<file path="config.mk">
export PLATFORM = sky130hd
export DESIGN_NAME = regfile_write_arbiter
export DESIGN_NICKNAME = d
export VERILOG_FILES = /design/src/rtl/regfile_write_arbiter.sv
export SDC_FILE = /design/constraint.sdc
export NUM_CORES = 1
export LEC_CHECK = 0
export CAP_MARGIN = 20
export CELL_PAD_IN_SITES_DETAIL_PLACEMENT = 2
export CELL_PAD_IN_SITES_GLOBAL_PLACEMENT = 2
export CORE_MARGIN = 2
export CORE_UTILIZATION = 21
export CTS_CLUSTER_SIZE = 20
export DETAILED_ROUTE_END_ITERATION = 10
export PLACE_DENSITY_LB_ADDON = 0.1
export RECOVER_POWER = 50
export SLEW_MARGIN = 20
export SYNTH_ARGS = -nofsm -noshare
export SYNTH_HDL_FRONTEND = slang
export SYNTH_SLANG_ARGS = --single-unit
</file>
<file path="constraint.sdc">
create_clock -name clk -period 1.7 [get_ports clk]
set_clock_uncertainty 0.05 [all_clocks]
set_input_delay 0.425 -clock clk [delete_from_list [all_inputs] [get_ports clk]]
set_output_delay 0.425 -clock clk [all_outputs]
set_load 0.01 [all_outputs]
</file>
<file path="src/rtl/regfile_write_arbiter.sv">
// Round-robin arbiter sharing the register-file write port between the ALU and load
// write-back paths, with a registered write stage and a pending-write scoreboard.
module regfile_write_arbiter #(
  parameter int DATA_W   = 32,
  parameter int ADDR_W   = 5,
  parameter int NUM_REGS = 32
) (
  input  logic                clk,
  input  logic                rst_n,
  input  logic                stall,
  input  logic                alu_valid,
  output logic                alu_ready,
  input  logic [ADDR_W-1:0]   alu_addr,
  input  logic [DATA_W-1:0]   alu_data,
  input  logic                ld_valid,
  output logic                ld_ready,
  input  logic [ADDR_W-1:0]   ld_addr,
  input  logic [DATA_W-1:0]   ld_data,
  input  logic                claim_en,
  input  logic [ADDR_W-1:0]   claim_addr,
  output logic [NUM_REGS-1:0] busy_vec,
  output logic                wr_en,
  output logic [ADDR_W-1:0]   wr_addr,
  output logic [DATA_W-1:0]   wr_data
);

  typedef enum logic [0:0] {
    LAST_ALU = 1'b0,
    LAST_LD  = 1'b1
  } rr_state_e;

  rr_state_e             state_r;
  rr_state_e             state_next_s;
  logic                  grant_alu_s;
  logic                  grant_ld_s;
  logic                  xfer_s;
  logic [ADDR_W-1:0]     xfer_addr_s;
  logic [DATA_W-1:0]     xfer_data_s;
  logic [NUM_REGS-1:0]   busy_r;
  logic [NUM_REGS-1:0]   busy_next_s;

  // Grant decision; gated by rst_n so ready stays low while reset is asserted.
  always_comb begin
    grant_alu_s = 1'b0;
    grant_ld_s  = 1'b0;
    if (!rst_n || stall) begin
      grant_alu_s = 1'b0;
      grant_ld_s  = 1'b0;
    end else if (alu_valid && ld_valid) begin
      if (state_r == LAST_LD) begin
        grant_alu_s = 1'b1;
      end else begin
        grant_ld_s = 1'b1;
      end
    end else if (alu_valid) begin
      grant_alu_s = 1'b1;
    end else if (ld_valid) begin
      grant_ld_s = 1'b1;
    end else begin
      grant_alu_s = 1'b0;
      grant_ld_s  = 1'b0;
    end
  end

  assign alu_ready = grant_alu_s;
  assign ld_ready  = grant_ld_s;
  assign xfer_s    = grant_alu_s | grant_ld_s;

  // Select the address/data of whichever requester is being accepted.
  always_comb begin
    xfer_addr_s = {ADDR_W{1'b0}};
    xfer_data_s = {DATA_W{1'b0}};
    if (grant_alu_s) begin
      xfer_addr_s = alu_addr;
      xfer_data_s = alu_data;
    end else if (grant_ld_s) begin
      xfer_addr_s = ld_addr;
      xfer_data_s = ld_data;
    end else begin
      xfer_addr_s = {ADDR_W{1'b0}};
      xfer_data_s = {DATA_W{1'b0}};
    end
  end

  // Round-robin next state: remember who was granted last, hold otherwise.
  always_comb begin
    state_next_s = state_r;
    case (state_r)
      LAST_ALU: begin
        if (grant_ld_s) begin
          state_next_s = LAST_LD;
        end else begin
          state_next_s = LAST_ALU;
        end
      end
      LAST_LD: begin
        if (grant_alu_s) begin
          state_next_s = LAST_ALU;
        end else begin
          state_next_s = LAST_LD;
        end
      end
      default: state_next_s = LAST_LD;
    endcase
  end

  // Round-robin state register; reset favours the ALU on first contention.
  always_ff @(posedge clk or negedge rst_n) begin
    if (!rst_n) begin
      state_r <= LAST_LD;
    end else begin
      state_r <= state_next_s;
    end
  end

  // Write stage: x0 writes are accepted but never enabled.
  always_ff @(posedge clk or negedge rst_n) begin
    if (!rst_n) begin
      wr_en   <= 1'b0;
      wr_addr <= {ADDR_W{1'b0}};
      wr_data <= {DATA_W{1'b0}};
    end else if (xfer_s) begin
      wr_en   <= (xfer_addr_s != {ADDR_W{1'b0}});
      wr_addr <= xfer_addr_s;
      wr_data <= xfer_data_s;
    end else begin
      wr_en <= 1'b0;
    end
  end

  // Scoreboard update: clear first, then set, so a same-address claim wins.
  always_comb begin
    busy_next_s = busy_r;
    if (xfer_s) begin
      busy_next_s[xfer_addr_s] = 1'b0;
    end else begin
      busy_next_s = busy_r;
    end
    if (claim_en) begin
      busy_next_s[claim_addr] = 1'b1;
    end else begin
      busy_next_s[0] = busy_next_s[0];
    end
    busy_next_s[0] = 1'b0;
  end

  // Scoreboard register.
  always_ff @(posedge clk or negedge rst_n) begin
    if (!rst_n) begin
      busy_r <= {NUM_REGS{1'b0}};
    end else begin
      busy_r <= busy_next_s;
    end
  end

  assign busy_vec = busy_r;

endmodule

</file>
==> run_summary.xml <==
<?xml version="1.0" encoding="UTF-8"?>
<metrics>
  <group name="die">
    <metric name="coreArea" unit="µm²">15200</metric>
    <metric name="core.rowCount" unit="">45</metric>
    <metric name="floorplan.io_pins" unit="">157</metric>
    <metric name="fp.dieH" unit="µm">129</metric>
    <metric name="fp.dieW" unit="µm">129</metric>
    <metric name="floorplan.initialDensity" unit="%">21.6</metric>
    <metric name="dieArea" unit="µm²">16600</metric>
  </group>
  <group name="worst_setup_path">
    <metric name="cp.arrival" unit="ns">1.26</metric>
    <metric name="endpoint_kind" unit="">primary output</metric>
    <metric name="critical_path_required" unit="ns">1.22</metric>
    <metric name="worst-r2r-setup-slack" unit="ns">-0.02</metric>
    <metric name="cp-start-kind" unit="">flop</metric>
    <metric name="path_max_fanout" unit="">3</metric>
    <metric name="timing_worst_setup_path_type" unit="">flop to primary output</metric>
  </group>
  <group name="cells_and_area">
    <metric name="filler_cell_count" unit="">1633</metric>
    <metric name="area_of_all_placed_cells_without_fillers" unit="µm²">5840</metric>
    <metric name="num_antenna_cells" unit="">0</metric>
    <metric name="fraction_of_final_layout_cells_with_drive_strength_greater_than_1" unit="%">21.6</metric>
    <metric name="layout.cells.non_filler" unit="">730</metric>
    <metric name="finalCoreUtilization" unit="%">38.4</metric>
    <metric name="area_delta_synth_final" unit="%">78.3</metric>
    <metric name="finalNetCount" unit="">622</metric>
  </group>
  <group name="yosys">
    <metric name="synth.yosys.warnings" unit="">0</metric>
    <metric name="synth_cell_types" unit="">48</metric>
    <metric name="synth-seq-area-share" unit="%">53.5</metric>
    <metric name="syn_area_per_cell" unit="µm²">9.75</metric>
    <metric name="synth_fp_nets" unit="">421</metric>
    <metric name="postSynth.asyncResetShare" unit="%">100</metric>
    <metric name="synthCells" unit="">336</metric>
    <metric name="synth_edf_count" unit="">0</metric>
    <metric name="synthTopCellsByArea" unit="">sky130_fd_sc_hd__dfrtp_1 53%, sky130_fd_sc_hd__o21ai_0 8.2%, sky130_fd_sc_hd__a222oi_1 6.4%, sky130_fd_sc_hd__nand2_1 3.9%, sky130_fd_sc_hd__inv_1 3.3%</metric>
    <metric name="yosys.area.top_type_share" unit="%">52.7</metric>
    <metric name="dominantRegCellSynth" unit="">sky130_fd_sc_hd__dfrtp_1</metric>
    <metric name="synth_area" unit="µm²">3280</metric>
    <metric name="synth_seq_cells" unit="">70</metric>
    <metric name="post-synth-top-area-cell" unit="">sky130_fd_sc_hd__dfrtp_1</metric>
  </group>
  <group name="drt">
    <metric name="detail_route.wl_per_cell" unit="µm">19.4</metric>
    <metric name="drc_errors" unit="">0</metric>
    <metric name="detail_route.wirelength" unit="µm">14100</metric>
    <metric name="vias_per_cell" unit="">4.77</metric>
    <metric name="dr_total_vias" unit="">3481</metric>
    <metric name="detailedRoute.firstIterationViolations" unit="">172</metric>
    <metric name="ant_nets" unit="">0</metric>
    <metric name="detail_route.first_pass.iterations" unit="">7</metric>
  </group>
  <group name="placement">
    <metric name="buffers_added_on_ports" unit="">155</metric>
    <metric name="dpl-instance-area" unit="µm²">5310</metric>
    <metric name="place_inst" unit="">708</metric>
    <metric name="dpl_worst_slack" unit="ns">-0.806</metric>
    <metric name="dpl.hpwl" unit="µm">10300</metric>
    <metric name="place_congestion" unit="">0.811</metric>
  </group>
  <group name="global_routing">
    <metric name="grt_pass1_wl" unit="µm">21700</metric>
    <metric name="via_count_of_the_first_global_routing_pass" unit="">3856</metric>
    <metric name="antenna_found_initial" unit="">0</metric>
    <metric name="grt_start_max_net_pins" unit="">47</metric>
    <metric name="global_route.usage.total" unit="%">17.3</metric>
    <metric name="global_route.overflow_total" unit="">0</metric>
  </group>
  <group name="run">
    <metric name="drv.max_cap_violation_count" unit="">0</metric>
  </group>
  <group name="sta">
    <metric name="fin_crit" unit="ns">1.74</metric>
    <metric name="post-route-period-util" unit="%">102</metric>
    <metric name="finalSetupTns" unit="ns">-0.109</metric>
    <metric name="finalHoldViolations" unit="">0</metric>
    <metric name="tightest_slew" unit="ns">1.17</metric>
    <metric name="fmaxAchievable" unit="MHz">576</metric>
    <metric name="maxSlewHeadroom" unit="%">21.9</metric>
    <metric name="finalWorstSetupSlack" unit="ns">-0.0358</metric>
    <metric name="finalMaxSlewViolations" unit="">0</metric>
    <metric name="grt_setup_unrepaired" unit="">true</metric>
    <metric name="timing.final.setup_violations" unit="">6</metric>
  </group>
  <group name="outcome">
    <metric name="failed_checks" unit="">negative setup slack</metric>
    <metric name="result_of_the_run" unit="">complete, but fails checks</metric>
  </group>
  <group name="pwr">
    <metric name="highest_ir_drop_seen_on_vdd" unit="mV">0.506</metric>
    <metric name="pwr_density_cell" unit="nW/µm²">981</metric>
    <metric name="power.leakage" unit="µW">0.00259</metric>
  </group>
  <group name="clocking">
    <metric name="cts-root-buf" unit="">sky130_fd_sc_hd__clkbuf_16</metric>
    <metric name="htreeDepth" unit="">3</metric>
    <metric name="clock_insertion_delay_worst_skew" unit="ns">0.34</metric>
    <metric name="clk_slew_on_worst_s_h_paths" unit="ns">0.06</metric>
    <metric name="cts_made_buffers" unit="">9</metric>
    <metric name="ctsLongestPathBuffers" unit="">2</metric>
    <metric name="cts_tree" unit="">done</metric>
    <metric name="numClockSinks" unit="">70</metric>
  </group>
  <group name="hold_path">
    <metric name="hold_path_class" unit="">input port to async pin</metric>
  </group>
</metrics>
==> worst max-delay path, stage by stage (launching register included) <==
cell                       delay (ns)
sky130_fd_sc_hd__dfstp_2         0.54
sky130_fd_sc_hd__nand2b_4        0.15
sky130_fd_sc_hd__nand2_4         0.07
sky130_fd_sc_hd__inv_4           0.06
sky130_fd_sc_hd__buf_6           0.09
==> sequential cells by signal, indices dropped and copies added, names as in the netlist <==
register	count
state_r	1
wr_data	32
busy_vec	31
wr_en	1
wr_addr	5
==> logic make-up (layout without fill, tap and decap cells) <==
kind of cell / Yosys count / in the layout / share of synthesized area (%)
AO/OA/AOI/OAI: 122 / 122 / 24.5
AND/OR/NAND/NOR: 96 / 96 / 15.0
other: 1 / 1 / 0.114
buffers and inverters: 47 / 253 / 6.83
flip-flops: 70 / 70 / 53.5
==> placed cells by master, fill, tap and decap left out, types with 2 or more instances in the layout <==
cell,instances
sky130_fd_sc_hd__o21ai_2,9
sky130_fd_sc_hd__buf_6,8
sky130_fd_sc_hd__clkinv_4,2
sky130_fd_sc_hd__clkbuf_8,2
sky130_fd_sc_hd__nand4_1,2
sky130_fd_sc_hd__o21ai_1,36
sky130_fd_sc_hd__a21oi_1,4
sky130_fd_sc_hd__clkdlybuf4s50_1,76
sky130_fd_sc_hd__dlymetal6s2s_1,4
sky130_fd_sc_hd__nor2_1,22
sky130_fd_sc_hd__a21oi_2,5
sky130_fd_sc_hd__clkbuf_2,2
sky130_fd_sc_hd__nand2b_1,2
sky130_fd_sc_hd__a31oi_1,14
sky130_fd_sc_hd__buf_12,2
sky130_fd_sc_hd__nand3_2,3
sky130_fd_sc_hd__nand3b_1,8
sky130_fd_sc_hd__nand2_1,34
sky130_fd_sc_hd__clkinv_2,2
sky130_fd_sc_hd__or3b_2,3
sky130_fd_sc_hd__clkbuf_16,10
sky130_fd_sc_hd__dfrtp_1,69
sky130_fd_sc_hd__inv_1,29
sky130_fd_sc_hd__o21ai_0,15
sky130_fd_sc_hd__dlygate4sd2_1,69
sky130_fd_sc_hd__o32a_1,2
sky130_fd_sc_hd__nand4b_1,2
sky130_fd_sc_hd__a222oi_1,21
sky130_fd_sc_hd__buf_4,41
sky130_fd_sc_hd__buf_2,2
sky130_fd_sc_hd__nand3_1,3
==> cell usage after synthesis, types with 2 or more instances <==
| master | n |
|---|---|
| sky130_fd_sc_hd__a21o_1 | 2 |
| sky130_fd_sc_hd__a21oi_1 | 10 |
| sky130_fd_sc_hd__a222oi_1 | 21 |
| sky130_fd_sc_hd__a31oi_1 | 14 |
| sky130_fd_sc_hd__and3b_1 | 2 |
| sky130_fd_sc_hd__buf_2 | 5 |
| sky130_fd_sc_hd__buf_6 | 5 |
| sky130_fd_sc_hd__clkbuf_1 | 5 |
| sky130_fd_sc_hd__dfrtp_1 | 69 |
| sky130_fd_sc_hd__inv_1 | 29 |
| sky130_fd_sc_hd__nand2_1 | 34 |
| sky130_fd_sc_hd__nand2b_1 | 3 |
| sky130_fd_sc_hd__nand3_1 | 6 |
| sky130_fd_sc_hd__nand3b_1 | 8 |
| sky130_fd_sc_hd__nand4_1 | 2 |
| sky130_fd_sc_hd__nand4b_1 | 2 |
| sky130_fd_sc_hd__nor2_1 | 22 |
| sky130_fd_sc_hd__nor2b_1 | 2 |
| sky130_fd_sc_hd__nor3_1 | 2 |
| sky130_fd_sc_hd__nor3b_1 | 2 |
| sky130_fd_sc_hd__nor4b_1 | 2 |
| sky130_fd_sc_hd__o21ai_0 | 54 |
| sky130_fd_sc_hd__o21ai_1 | 6 |
| sky130_fd_sc_hd__o22a_1 | 2 |
| sky130_fd_sc_hd__o32a_1 | 2 |
| sky130_fd_sc_hd__or3b_2 | 3 |
==> power breakdown <==
part	switching [µW]	internal [µW]
Clock	781	1220
Sequential	186	1990
Combinational	759	807
==> cell type report <==
cell class,instances,area (µm²),area share [%]
timing repair buffer,207,1920,32.8
clock inverter,5,57.6,0.985
multi-input combinational,219,1510,25.8
sequential,70,1750,30.0
tap,188,235,4.03
inverter,30,115,1.97
clock buffer,11,253,4.33
==> through the flow <==
| stage | total power (µW) | hold WS [ns] |
|---|---|---|
| global route | 6080 | 0.250 |
| finish | 5730 | 0.199 |
| floorplan | 2740 | 0.0794 |
| detailed placement | 3910 | 0.367 |
| global placement | 3860 | 0.359 |
| CTS | 5790 | 0.0867 |
==> path summary, 6_finish.rpt <==
kind	from	cells past startpoint	endpoint
max in group asynchronous	rst_n	2	busy_vec[5]$_DFF_PN0_
worst min-delay path	rst_n	2	wr_data[27]$_DFFE_PN0N_
min in group clk	wr_addr[2]$_DFFE_PN0N_	1	wr_addr[2]$_DFFE_PN0N_
worst max register to register	state_r$_DFF_PN1_	6	busy_vec[4]$_DFF_PN0_
worst min register to register	wr_addr[2]$_DFFE_PN0N_	1	wr_addr[2]$_DFFE_PN0N_
worst max-delay path	state_r$_DFF_PN1_	4	alu_ready
==> metal layers <==
layer | vias to the layer above | part of all wire [%] | GRT usage (%)
li1 | 1635 | - | -
met1 | 1739 | 44 | 22.1
met2 | 95 | 50 | 29.2
met3 | 12 | 4.5 | 3.91
met4 | 0 | 1.4 | 5.56
met5 | - | 0 | 0
==> what timing repair did <==
item,4_1_cts,5_1_grt
endpoints found under the hold margin,1,0
cloned,0,1
pin swaps,6,17
buffers inserted,6,1
endpoints found under the setup margin,129,49
gates resized for setup,134,52
hold buffers,1,0
(Power assumes the default switching activity.)
==> RTL edit 1: new RTL, config.mk and constraints unchanged <==
Set the parameter `ADDR_W` to 4 (it was 5).
--- a/src/rtl/regfile_write_arbiter.sv
+++ b/src/rtl/regfile_write_arbiter.sv
@@ -2,7 +2,7 @@
 // write-back paths, with a registered write stage and a pending-write scoreboard.
 module regfile_write_arbiter #(
   parameter int DATA_W   = 32,
-  parameter int ADDR_W   = 5,
+  parameter int ADDR_W   = 4,
   parameter int NUM_REGS = 32
 ) (
   input  logic                clk,
Ports: changed (resized alu_addr, claim_addr, ld_addr and wr_addr); port bits go from 157 to 153. The function was not compared with the original's and may differ.
==> RTL edit 1 against the original RTL <==
  * The run still ends with setup timing left
  * Area after synthesis decreased by 18%
  * Utilization is 1.5 points higher
  * Worst setup slack worse by 86 ps
  * Total power shrank 27%
  * Final area is 14% lower
  * Combinational power fell by 15%
  * Routed wire length shrank 16%
  * Sequential cell count fell by 17
  * Critical path type is now flop to flop
==> RTL edit 1: results (changes against the original RTL) <==
| Metric | Value |
|---|---|
| Status | `finished, violations left (unchanged)` |
| Violated checks | `setup timing (unchanged)` |
| Leading post-synthesis cells by cell area | `sky130_fd_sc_hd__dfrtp_1, sky130_fd_sc_hd__a222oi_1, sky130_fd_sc_hd__inv_1 (was sky130_fd_sc_hd__dfrtp_1, sky130_fd_sc_hd__o21ai_0, sky130_fd_sc_hd__a222oi_1)` |
| Final net count | `529 (was 622)` |
| Port-buffer cells | `135 (was 155)` |
| Arrival time at the worst endpoint | `1960 ps (was 1260 ps)` |
| Via count of the first global-routing pass | `3,155 (was 3,856)` |
| Critical path fanouts, max | `4 (was 3)` |
| Count of fill cells added during filler insertion | `1,378 (was 1,633)` |
| Number of failing setup endpoints in the final timing report | `17 (was 6)` |
| Number of unique standard cell types used by synthesis | `42 (was 48)` |
| Pre-CTS setup slack | `-728 ps (was -806 ps)` |
| Mean post-synth cell area | `10.2 µm² (was 9.75 µm²)` |
| Least setup slack across all paths after layout | `-122 ps (was -35.8 ps)` |
| DPL Wire Length | `8180 µm (was 10,300 µm)` |
| Post CTS Setup Buffer Count | `3 (was 6)` |
| Leakage Power | `2.53 nW (was 2.59 nW)` |
| Final worst hold slack | `440 ps (was 199 ps)` |
| Number of cells after detailed placement | `596 (was 708)` |
| Global Route Usage Sum | `16.8% (was 17.3%)` |
| Global-route wire length before repair | `17,400 µm (was 21,700 µm)` |
| Critical Path End | `busy_vec[3]$_DFF_PN0_ (was alu_ready)` |
| Iter 0 DRT Violations | `170 (was 172)` |
| Maximum number of pins on one net before global-route repair | `54 (was 47)` |
| End of the worst register-to-register path | `busy_vec[3]$_DFF_PN0_ (was busy_vec[4]$_DFF_PN0_)` |
| Resized cells post-CTS | `50 (was 134)` |
| Ratio of cells with drive above 1 in the final layout | `21.0% (was 21.6%)` |
| VDD IR-drop max | `0.392 mV (was 0.506 mV)` |
| Vias | `2,894 (was 3,481)` |
| Hold Crit Class | `flop to flop (was input port to asynchronous set/reset pin)` |
| Multiplexer share of the synthesized area | `0.374% (was 0%)` |
| Iteration count of the initial detailed-routing pass | `8 (was 7)` |
| R2R depth | `5 (was 6)` |
| Most frequent cells after synthesis | `sky130_fd_sc_hd__dfrtp_1, sky130_fd_sc_hd__inv_1, sky130_fd_sc_hd__a222oi_1, sky130_fd_sc_hd__buf_4, sky130_fd_sc_hd__buf_2 (was sky130_fd_sc_hd__dfrtp_1, sky130_fd_sc_hd__o21ai_0, sky130_fd_sc_hd__nand2_1, sky130_fd_sc_hd__inv_1, sky130_fd_sc_hd__nor2_1)` |
| Share of the yosys chip area belonging to registers | `49.6% (was 53.5%)` |
| # H-tree levels | `2 (was 3)` |
| CP top delay family | `simple AND/OR/NAND/NOR gates (was flip-flops)` |
[RTL edit 1: metal layers]
layer / routed length (µm) / share of wire (%) / vias to the layer above / GRT usage, %
met3: 778 / 6.5 / 11 / 4.99
met5: 0 / 0 / - / 0
li1: - / - / 1320 / -
met2: 6180 / 52 / 102 / 29.3
met1: 4770 / 40 / 1461 / 19.9
met4: 167 / 1.4 / 0 / 5.41
[RTL edit 1: cells by family after synthesis]
kind of cell / Yosys count
buffers and inverters: 83
AOI/OAI and AO/OA: 74
DFF: 53
and+or+nand+nor: 49
muxes: 1
other: 1
[RTL edit 1: area by class of cell]
| class | instances | area [µm²] | area share (%) |
|---|---|---|---|
| tap | 172 | 215 | 4.31 |
| timing repair buffer | 194 | 1970 | 39.3 |
| multi-input combinational | 141 | 1120 | 22.4 |
| clock buffer | 7 | 143 | 2.85 |
| clock inverter | 1 | 30.0 | 0.601 |
| inverter | 52 | 198 | 3.96 |
| sequential | 53 | 1330 | 26.6 |
[RTL edit 1: worst reg2reg max path, stage by stage (launching register included)]
cell                       delay (ps)
sky130_fd_sc_hd__dfstp_2          600
sky130_fd_sc_hd__nor2b_4           70
sky130_fd_sc_hd__buf_6            120
sky130_fd_sc_hd__or4_4            530
sky130_fd_sc_hd__a211oi_2         230
sky130_fd_sc_hd__o32ai_1          110
[RTL edit 1: per-stage QoR]
step	total power, mW	TNS [ps]
after detailed placement	2.96	-29470
after global routing	4.44	-3570
final	4.19	-872
after CTS	4.17	-1020
after global placement	2.92	-27720
after floorplan	2.09	0
[RTL edit 1: power by group]
part / leakage [nW] / internal, mW / switching, mW
Sequential: 0.615 / 1.48 / 0.127
Clock: 0.0841 / 0.738 / 0.505
Combinational: 1.83 / 0.744 / 0.592
Total: 2.53 / 2.96 / 1.22
==> RTL edit 2: new RTL, same flow settings <==
Made on the original files. Make the reset (`rst_n`) synchronous in 3 clocked blocks.
--- a/src/rtl/regfile_write_arbiter.sv
+++ b/src/rtl/regfile_write_arbiter.sv
@@ -105,7 +105,7 @@
   end
 
   // Round-robin state register; reset favours the ALU on first contention.
-  always_ff @(posedge clk or negedge rst_n) begin
+  always_ff @(posedge clk) begin
     if (!rst_n) begin
       state_r <= LAST_LD;
     end else begin
@@ -114,7 +114,7 @@
   end
 
   // Write stage: x0 writes are accepted but never enabled.
-  always_ff @(posedge clk or negedge rst_n) begin
+  always_ff @(posedge clk) begin
     if (!rst_n) begin
       wr_en   <= 1'b0;
       wr_addr <= {ADDR_W{1'b0}};
@@ -145,7 +145,7 @@
   end
 
   // Scoreboard register.
-  always_ff @(posedge clk or negedge rst_n) begin
+  always_ff @(posedge clk) begin
     if (!rst_n) begin
       busy_r <= {NUM_REGS{1'b0}};
     end else begin
Formal check against the unedited RTL: differs if rst_n is asserted again (counterexample within 4 cycles, from zero or initial values and one cycle with rst_n low); with rst_n held inactive, the same outputs for 10 cycles.
==> RTL edit 2 against the original RTL <==
  * The run still ends with setup timing left
  * Final cell count shrank 0.14%
  * Sequential cell count is the same
  * Worst hold slack improved by 210 ps
  * Critical path depth is 3 higher
  * Via count up 4.6%
  * Worst setup slack improved by 8.8 ps
  * Synthesized cell count rose by 0.89%
  * Routed wire length is 2.8% higher
  * Count of clock-buffer cells in the layout is the same
  * Area after synthesis is 6.6% lower
  * Final area fell by 4.9%
  * Critical endpoint is now busy_vec[24]$_SDFF_PN0_
Power is not compared: it rests on default switching activity, and its combinational part moved more than twofold at a synthesized area within 25%.
==> RTL edit 2: results (changes against the original RTL) <==
| Metric | Value |
|---|---|
| Number of vias per cell after detailed routing | `4.99 (was 4.77)` |
| Vias | `3,640 (was 3,481)` |
| Least setup slack across all paths after layout | `-27.0 ps (was -35.8 ps)` |
| Global Route Usage Sum | `18.5% (was 17.3%)` |
| Number of non-clock buffers | `216 (was 207)` |
| Ratio of cells with drive above 1 in the final layout | `22.4% (was 21.6%)` |
| Final worst hold slack | `404 ps (was 199 ps)` |
| CP top delay family | `compound AO/OA/AOI/OAI gates (was flip-flops)` |
| Most frequent cells after synthesis | `sky130_fd_sc_hd__dfxtp_1, sky130_fd_sc_hd__nor2_1, sky130_fd_sc_hd__a21oi_1, sky130_fd_sc_hd__a222oi_1, sky130_fd_sc_hd__nand2_1 (was sky130_fd_sc_hd__dfrtp_1, sky130_fd_sc_hd__o21ai_0, sky130_fd_sc_hd__nand2_1, sky130_fd_sc_hd__inv_1, sky130_fd_sc_hd__nor2_1)` |
| Count of fill cells added during filler insertion | `1,623 (was 1,633)` |
| M2 GR Usage | `32.4% (was 29.2%)` |
| Iter 0 DRT Violations | `261 (was 172)` |
| Slew @ Worst Pin | `704 ps (was 1170 ps)` |
| Number of failing setup endpoints in the final timing report | `1 (was 6)` |
| Number of non-clock inverters | `5 (was 30)` |
| Met2 layer wire length in the routed design | `7430 µm (was 7110 µm)` |
| Slowest cell delay on critical path | `430 ps (was 540 ps)` |
| Worst-path cell with the longest stage delay | `sky130_fd_sc_hd__a221o_4 (was sky130_fd_sc_hd__dfstp_2)` |
| Share of the yosys chip area belonging to registers | `45.8% (was 53.5%)` |
| Global-route wire length before repair | `22,600 µm (was 21,700 µm)` |
| Share of cell area taken by flip-flops and latches | `25.3% (was 30.0%)` |
| Status | `finished, violations left (unchanged)` |
| Pre-CTS setup slack | `-771 ps (was -806 ps)` |
| Leading post-synthesis cells by cell area | `sky130_fd_sc_hd__dfxtp_1, sky130_fd_sc_hd__a222oi_1, sky130_fd_sc_hd__nor2_1 (was sky130_fd_sc_hd__dfrtp_1, sky130_fd_sc_hd__o21ai_0, sky130_fd_sc_hd__a222oi_1)` |
| Final net count | `626 (was 622)` |
| DPL Wire Length | `10,400 µm (was 10,300 µm)` |
| Number of combinational gates with multiple inputs | `239 (was 219)` |
| Post-synthesis net count | `424 (was 421)` |
| Via count of the first global-routing pass | `3,984 (was 3,856)` |
| Reg2Reg Launch Point | `state_r$_SDFF_PN1_ (was state_r$_DFF_PN1_)` |
| Violated checks | `setup timing (unchanged)` |
| Number of cells after detailed placement | `711 (was 708)` |
| Core ar. | `14,400 µm² (was 15,200 µm²)` |
| Final-layout clock-cell area share | `5.07% (was 5.31%)` |
| Wire length on met3 | `616 µm (was 631 µm)` |
| Syn Inst Count | `339 (was 336)` |
| Global-route track usage on met1 | `23.0% (was 22.1%)` |
| Maximum number of pins on one net before global-route repair | `58 (was 47)` |
RTL edit 2: cell types whose count changed after synthesis, sizes merged, moves of 6 or more:
cell,change
dfxtp,+70
dfrtp,-69
o21ai,-39
inv,-25
nor2,+25
a21oi,+23
nand2,-14
a222oi,+11
a31oi,-9
o211ai,+6
RTL edit 2: worst register-to-register path, stage by stage (launching register included):
cell	delay, ps
sky130_fd_sc_hd__dfxtp_4	360
sky130_fd_sc_hd__nand2b_4	150
sky130_fd_sc_hd__and3_4	160
sky130_fd_sc_hd__buf_6	120
sky130_fd_sc_hd__a221o_4	470
sky130_fd_sc_hd__o211ai_2	180
sky130_fd_sc_hd__o41ai_2	90
RTL edit 2: cell families after synthesis:
kind of cell	synth area share (%)
compound gates	28.8
other cells	0.123
flops	45.8
buf+inv	6.01
simple gates	19.2
RTL edit 2: timing repair:
item / in CTS / in global routing
setup buffers: 5 / 1
hold endpoints to repair: 0 / 0
gates resized for setup: 122 / 36
setup endpoints to repair: 126 / 74
pin swaps: 12 / 8
